## config.mk

```make
export PLATFORM = sky130hd
export DESIGN_NAME = dmem_dump_reader
export DESIGN_NICKNAME = d
export VERILOG_FILES = /design/src/rtl/dmem_dump_reader.sv
export SDC_FILE = /design/constraint.sdc
export NUM_CORES = 1
export LEC_CHECK = 0
export ABC_AREA = 1
export CAP_MARGIN = 20
export CORE_MARGIN = 2
export CORE_UTILIZATION = 45
export CTS_BUF_LIST = sky130_fd_sc_hd__clkbuf_16
export DETAILED_ROUTE_END_ITERATION = 10
export PLACE_DENSITY_LB_ADDON = 0.08
export SETUP_SLACK_MARGIN = 0.05
export SLEW_MARGIN = 20
export SYNTH_ARGS = -nofsm -noshare
export SYNTH_HDL_FRONTEND = slang
export SYNTH_SLANG_ARGS = --single-unit
```

## constraint.sdc

```tcl
create_clock -name clk -period 2.4 [get_ports clk]
set_clock_uncertainty 0.15 [all_clocks]
set_input_delay 0.48 -clock clk [delete_from_list [all_inputs] [get_ports clk]]
set_output_delay 0.48 -clock clk [all_outputs]
set_load 0.05 [all_outputs]
```

## src/rtl/dmem_dump_reader.sv

```systemverilog
`default_nettype none
// ============================================================================
//  Module   : dmem_dump_reader
//  Brief    : Sweeps DEPTH words of the data memory after a program run,
//             streams each word over a valid/ready channel and keeps a
//             running 32-bit wrapping checksum of the accepted words.
//  Revision : 1.0 - initial release
// ============================================================================
module dmem_dump_reader #(
   parameter int unsigned DEPTH     = 64,
   parameter logic [31:0] BASE_ADDR = 32'h0
) (
   input  logic        clk,
   input  logic        reset,
   input  logic        start,
   output logic        mem_sel,
   output logic [31:0] mem_addr,
   input  logic [31:0] mem_rd,
   output logic        out_valid,
   input  logic        out_ready,
   output logic [31:0] out_addr,
   output logic [31:0] out_data,
   output logic        out_last,
   output logic        busy,
   output logic        done,
   output logic [31:0] checksum
);

   // Index width; a one-word dump still needs a 1-bit index.
   localparam int unsigned IW = (DEPTH > 1) ? $clog2(DEPTH) : 1;
   localparam logic [IW-1:0] c_LAST_IDX = IW'(DEPTH - 1);

   localparam logic [1:0] c_S_IDLE = 2'd0;
   localparam logic [1:0] c_S_READ = 2'd1;
   localparam logic [1:0] c_S_SEND = 2'd2;
   localparam logic [1:0] c_S_DONE = 2'd3;

   logic [1:0]    state_q, state_d;
   logic [IW-1:0] idx_q, idx_d;
   logic          out_valid_q, out_valid_d;
   logic [31:0]   out_addr_q, out_addr_d;
   logic [31:0]   out_data_q, out_data_d;
   logic          out_last_q, out_last_d;
   logic [31:0]   checksum_q, checksum_d;

   logic          w_hs;
   logic [31:0]   w_word_addr;

   assign w_hs        = out_valid_q & out_ready;
   assign w_word_addr = BASE_ADDR + {{(30 - IW){1'b0}}, idx_q, 2'b00};

   // State register.
   always_ff @(posedge clk) begin
      if (reset) begin
         state_q <= c_S_IDLE;
      end else begin
         state_q <= state_d;
      end
   end

   // Next-state logic; start only matters while idle.
   always_comb begin
      state_d = state_q;
      case (state_q)
         c_S_IDLE: if (start) state_d = c_S_READ;
         c_S_READ: state_d = c_S_SEND;
         c_S_SEND: if (w_hs) state_d = out_last_q ? c_S_DONE : c_S_READ;
         c_S_DONE: state_d = c_S_IDLE;
         default:  state_d = c_S_IDLE;
      endcase
   end

   // Outputs decoded from state; the memory address is forced to 0 when idle.
   always_comb begin
      busy     = (state_q == c_S_READ) || (state_q == c_S_SEND);
      mem_sel  = busy;
      done     = (state_q == c_S_DONE);
      mem_addr = busy ? w_word_addr : 32'h0;
   end

   // Datapath next-state: capture in READ, hold through SEND until accepted.
   always_comb begin
      idx_d       = idx_q;
      out_valid_d = out_valid_q;
      out_addr_d  = out_addr_q;
      out_data_d  = out_data_q;
      out_last_d  = out_last_q;
      checksum_d  = checksum_q;
      case (state_q)
         c_S_IDLE: begin
            if (start) begin
               idx_d      = '0;
               checksum_d = 32'h0;
            end
         end
         c_S_READ: begin
            out_data_d  = mem_rd;
            out_addr_d  = w_word_addr;
            out_last_d  = (idx_q == c_LAST_IDX);
            out_valid_d = 1'b1;
         end
         c_S_SEND: begin
            if (w_hs) begin
               checksum_d  = checksum_q + out_data_q;
               out_valid_d = 1'b0;
               // The last index never increments, so the index cannot wrap.
               if (!out_last_q) idx_d = idx_q + 1'b1;
            end
         end
         default: ;
      endcase
   end

   // Datapath registers.
   always_ff @(posedge clk) begin
      if (reset) begin
         idx_q       <= '0;
         out_valid_q <= 1'b0;
         out_addr_q  <= 32'h0;
         out_data_q  <= 32'h0;
         out_last_q  <= 1'b0;
         checksum_q  <= 32'h0;
      end else begin
         idx_q       <= idx_d;
         out_valid_q <= out_valid_d;
         out_addr_q  <= out_addr_d;
         out_data_q  <= out_data_d;
         out_last_q  <= out_last_d;
         checksum_q  <= checksum_d;
      end
   end

   assign out_valid = out_valid_q;
   assign out_addr  = out_addr_q;
   assign out_data  = out_data_q;
   assign out_last  = out_last_q;
   assign checksum  = checksum_q;

endmodule
`default_nettype wire

```

### Word-level counts from Yosys, hierarchy flattened

Index checks and enable logic that the tools add are counted.

| operators by class | value |
|---|---|
| muxes and demuxes | 14 |
| reductions and logical operators | 8 |
| bitwise operators | 1 |
| equality and inequality tests | 7 |
| $add $sub $neg | 2 |

Operator list:

| kind | count |
|---|---|
| two-way mux 32 bit | 2 |
| one-hot mux 32 bit (2 select lines) | 1 |
| adder 32 bit | 1 |
| two-way mux 6 bit | 3 |
| one-hot mux 6 bit (2 select lines) | 1 |
| two-way mux 8 bit | 1 |
| one-hot mux 2 bit (4 select lines) | 1 |
| adder 6 x 1 -> 6 bit (second input constant) | 1 |
| == test 6 bit (second input constant) | 1 |
| two-way mux 2 bit | 3 |
| != test 2 bit (second input constant) | 3 |
| == test 2 bit (second input constant) | 2 |
| AND reduction 2 bit | 2 |
| AND reduction 4 bit | 1 |
| nonzero test 2 bit | 2 |
| AND reduction 3 bit | 1 |
| == test 2 x 1 -> 1 bit (second input constant) | 1 |
| zero test 2 bit | 1 |
| one-hot mux 1 bit (2 select lines) | 1 |
| AND 1 bit | 1 |
| logical OR 1 bit | 1 |
| two-way mux 1 bit | 1 |

| word-level totals | value |
|---|---|
| bits of input ports | 36 |
| output and inout port bits | 133 |
| word-level logic and storage cells | 39 |
| register bits after elaboration | 80 |

### Depth between registers and ports, before layout

| depth | value |
|---|---|
| depth after elaboration | 4 |
| gate-level depth with buffers | 13 |
| mapped depth without buffers | 13 |

### Worst setup path after synthesis

OpenSTA, ideal clock, no wires.

| timing | value |
|---|---|
| path kind | reg2reg |
| start point | reg checksum_q[0] (netlist: checksum[0]) |
| end point | reg checksum_q[16] (netlist: checksum[16]) |
| period minus slack after synthesis | 2372 ps |
| cell stages (with the launch flop) | 14 |
| path buffers | 0 |
| arrival | 2089 ps |
| required time | 2118 ps |
| slack | 28 ps |
| library setup time | 132 ps |
| path through | dfxtp_1 ha_1 inv_1 fa_1 inv_1 nand3_1 nand3_1 nand2_1 nand2_1 inv_1 o21ai_0 nand2_1 nand3_1 a21oi_1 |

| between the ends | value |
|---|---|
| longest elaborated chain between the ends | 3 |

RTL lines:

| element | line | text |
|---|---|---|
| start, declared | 44 | `logic [31:0] checksum_q, checksum_d;` |
| start signal, assigned | 129 | `checksum_q <= checksum_d;` |
| adder 32 bit | 104 | `checksum_d = checksum_q + out_data_q;` |
| two-way mux 32 bit | 103 | `if (w_hs) begin` |
| one-hot mux 32 bit (2 select lines) | 89 | `case (state_q)` |

Every way passes these cells. The select of a mux whose other input is x is not followed.
A chain may end at the register's enable or synchronous reset.

### Worst setup path in the final report

| timing | value |
|---|---|
| start point | reg checksum_q[28] (netlist: checksum[28]) |
| end point | out checksum[28] |

RTL lines:

| element | line | text |
|---|---|---|
| end, declared | 26 | `output logic [31:0] checksum` |

No word-level cell between the ends.

==> impl_metrics.csv <==
group,metric,value,unit
global_routing,grtUsageMet3,4.89,%
pwr,total_power,7440,uW
setup_path,critical_path_class,"reg2out",
sta,period_minus_slack,2.23,ns
sta,setup_viol,0,
pwr,switching_power,3590,uW
job,maxCapViolCount,0,
pwr,p_seq_share,25.5,%
finish,drive_gt1_share,6.07,%
global_routing,antenna_found_initial,0,
synthesis,synth_seq_cells,80,
pwr,p_sw_share,48.3,%
synthesis,netlist.top_cell.by_area,"dfxtp_1",
finish,register_area,0.00160,mm^2
min_path,hold_depth,2,
setup_path,crit_chain,"clkdlybuf4s50_1",
pwr,internal_power,3850,uW
synthesis,synth.distinct_cells,35,
floorplan,die_y,117,um
sta,drv_slew,0,
setup_path,crit_slowest_cell,"clkdlybuf4s50_1",
synthesis,synth_area_leaders,"dfxtp_1, nand2_1, inv_1",
global_routing,grt_pass1_vias,5026,
sta,finalWorstSetupSlack,0.169,ns
finish,multi_input_area,0.00333,mm^2
placement,place_congestion,0.880,
pwr,pwr_density_cell,1020,mW/mm^2
finish,fin_nets,1124,
setup_path,max_stage_delay,0.84,ns
synthesis,yosys_warnings,0,
setup_path,worstSetupEndpointType,"output port",
pwr,p_clk_share,19.4,%
sta,whs,0.319,ns
clocking,numCtsBuffers,9,
setup_path,critPathLaunchType,"flip-flop",
detailed_routing,first_pass_iters,5,
setup_path,arrival,1.60,ns
setup_path,r2r_start,"out_data[0]",
setup_path,r2r_cells,13,
detailed_routing,wl_per_cell,12.3,um
floorplan,core,0.0126,mm^2
clocking,clk_path_buf_depth,2,
global_routing,grt.met1_usage,31.6,%
detailed_routing,first_iter_violations,226,
floorplan,start_util,45.9,%
pwr,peakVddDrop,0.000577,V
sta,slew_headroom,62.2,%
sta,rsz0062_at_grt,"true",
setup_path,r2r_setup_slack,0.23,ns
finish,diodes,0,
clocking,clkLatencyLatePin,0.35,ns
status,outcome,"complete, no violations",
global_routing,top_usage_layer,"met2",
setup_path,cp.required,1.77,ns
placement,pre_cts_ws,0.167,ns
floorplan,rows,41,
synthesis,synth-main-ff-cell,"dfxtp_1",
setup_path,r2r_end,"checksum[16]",
finish,fillers,1281,
synthesis,synth_top_area_share,27.8,%
setup_path,critPathMaxFanout,3,
global_routing,met2_usage,34.6,%
pwr,comb_power_share,55.1,%
sta,hold_violations,0,
min_path,hp-class,"reg2reg",
clocking,clk_pin_slew_worst_paths,0.06,ns
sta,tns,0,ns
detailed_routing,antenna_left,0,
detailed_routing,vias,5695,
clocking,cts-root-buf,"clkbuf_16",
min_path,worstHoldStart,"out_addr[7]",
global_routing,grt-ovfl-total,0,
clocking,cts_max_level,3,
floorplan,io_pins,169,
placement,dp_hpwl,11800,um
synthesis,yosysSeqAreaShare,27.8,%
detailed_routing,routed_wirelength,15100,um
setup_path,worst-path-buf-inv,1,
min_path,min_to,"out_addr[7]",
placement,portBuffers,116,
global_routing,grt_usage,22.6,%
clocking,cts_tree,"done",
sta,post-route-period-util,93.0,%
global_routing,grt_pass1_wl,24200,um
detailed_routing,drc,0,
synthesis,synth_area_per_cell,6.16,um^2
setup_path,cpLargestDelayFamily,"buffers and inverters",
floorplan,dieArea,0.0137,mm^2
detailed_routing,vias_per_cell,4.64,
floorplan,fp.dieW,117,um
finish,area_growth,27.2,%
pwr,leakage,0.00367,uW
synthesis,syn_area,0.00576,mm^2
synthesis,syn_inst,935,
synthesis,netlist_top_cells_count,"nand2_1, inv_1, nor2_1",
sta,tightest_slew,0.566,ns
synthesis,async_flop_share,0,%
global_routing,grt_max_degree,39,
sta,clock.fmax,0.448,GHz
clocking,clock_sinks,80,
synthesis,synth.most_common_cell,"nand2_1",
synthesis,synth_edf_count,0,
==> sequential cells by signal, summed over array words and instances, names as in the netlist <==
| name | count |
|---|---|
| out_data | 32 |
| checksum | 32 |
| out_valid | 1 |
| state_q | 2 |
| out_last | 1 |
| out_addr | 6 |
| idx_q | 6 |
==> through the flow <==
step           instances  util [%]  instance area, um^2
2_1_floorplan        986         -                 5960
3_3_place_gp        1211      55.8                 7020
3_5_place_dp        1211      55.8                 7020
4_1_cts             1227      58.3                 7320
5_1_grt             1227      58.3                 7330
6_report            1227      58.3                 7330
==> metal layers <==
layer,up-vias,wire (um)
met5,-,0
met2,165,6400
met1,2468,7520
met3,12,1030
met4,0,194
li1,3050,-
==> cells in the final DEF (no fill, tap or decap) <==
| cell | synthesis | layout |
|---|---|---|
| nand3b_1 | 4 | 4 |
| nand2_1 | 269 | 269 |
| clkbuf_16 | 0 | 9 |
| fa_1 | 1 | 1 |
| or2_2 | 3 | 3 |
| a21oi_1 | 73 | 73 |
| nor3b_1 | 2 | 2 |
| clkinv_1 | 1 | 4 |
| ha_1 | 37 | 36 |
| buf_12 | 0 | 9 |
| nand2_2 | 8 | 8 |
| nor2_2 | 3 | 3 |
| o21ai_0 | 47 | 47 |
| o21ai_1 | 5 | 5 |
| dfxtp_2 | 0 | 2 |
| nand2_4 | 1 | 1 |
| nor2_4 | 2 | 2 |
| dfxtp_1 | 80 | 78 |
| a21oi_2 | 2 | 2 |
| buf_4 | 53 | 10 |
| clkdlybuf4s50_1 | 0 | 107 |
| dlymetal6s2s_1 | 0 | 1 |
| o21bai_1 | 3 | 3 |
| nor3_2 | 1 | 1 |
| o22ai_1 | 1 | 1 |
| nor3_1 | 8 | 8 |
| conb_1 | 1 | 52 |
| bufinv_16 | 0 | 2 |
| o211ai_1 | 1 | 1 |
| nor2_1 | 108 | 108 |
| inv_1 | 136 | 137 |
| nand3_2 | 5 | 5 |
| xor2_1 | 2 | 2 |
| a21o_1 | 2 | 2 |
| nand3_1 | 45 | 45 |
| inv_2 | 5 | 6 |
| nand4_1 | 3 | 3 |
| ha_2 | 0 | 1 |
| a211oi_1 | 2 | 2 |
==> power by group through the flow <==
stage               sequential, uW  clock, uW  combinational (uW)
floorplan                     2900          0                1880
global placement              1920          0                4080
CTS                           1900       1470                4110
global route                  1950       1510                4430
finish                        1900       1440                4100
detailed placement            1920          0                4090
==> worst max path at each step <==
stage | to | start | depth (start not counted)
2_1_floorplan | mem_addr[2] | state_q[0] | 5
3_3_place_gp | idx_q[2] | out_ready | 8
3_5_place_dp | idx_q[2] | out_ready | 8
4_1_cts | done | state_q[0] | 2
5_1_grt | checksum[16] | out_data[0] | 13
6_report | checksum[28] | checksum[28] | 1
==> layout make-up <==
class / count / area share (%)
Clock buffer: 9 / 3.07
Clock inverter: 7 / 1.08
Inverter: 142 / 7.27
Multi-Input combinational cell: 690 / 45.5
Sequential cell: 80 / 21.9
Tap cell: 172 / 2.94
Timing Repair Buffer: 127 / 18.3
==> logic make-up (layout without fill, tap and decap cells) <==
kind of cell,count (synthesis),after routing,synth area share [%]
AOI/OAI and AO/OA,136,136,12.3
buffers and inverters,216,285,17.7
xor gates and xnor gates,2,2,0.304
DFF,80,80,27.8
adders and majority gates,38,38,8.38
other,1,52,0.0651
and+or+nand+nor,462,462,33.4
==> repair_timing <==
action                                  CTS  global route
gates resized for setup                   0             3
hold buffers                              0             0
setup buffers                             0             0
endpoints found under the hold margin     0             0
endpoints found under the setup margin    0             5
(Power assumes the default switching activity.)
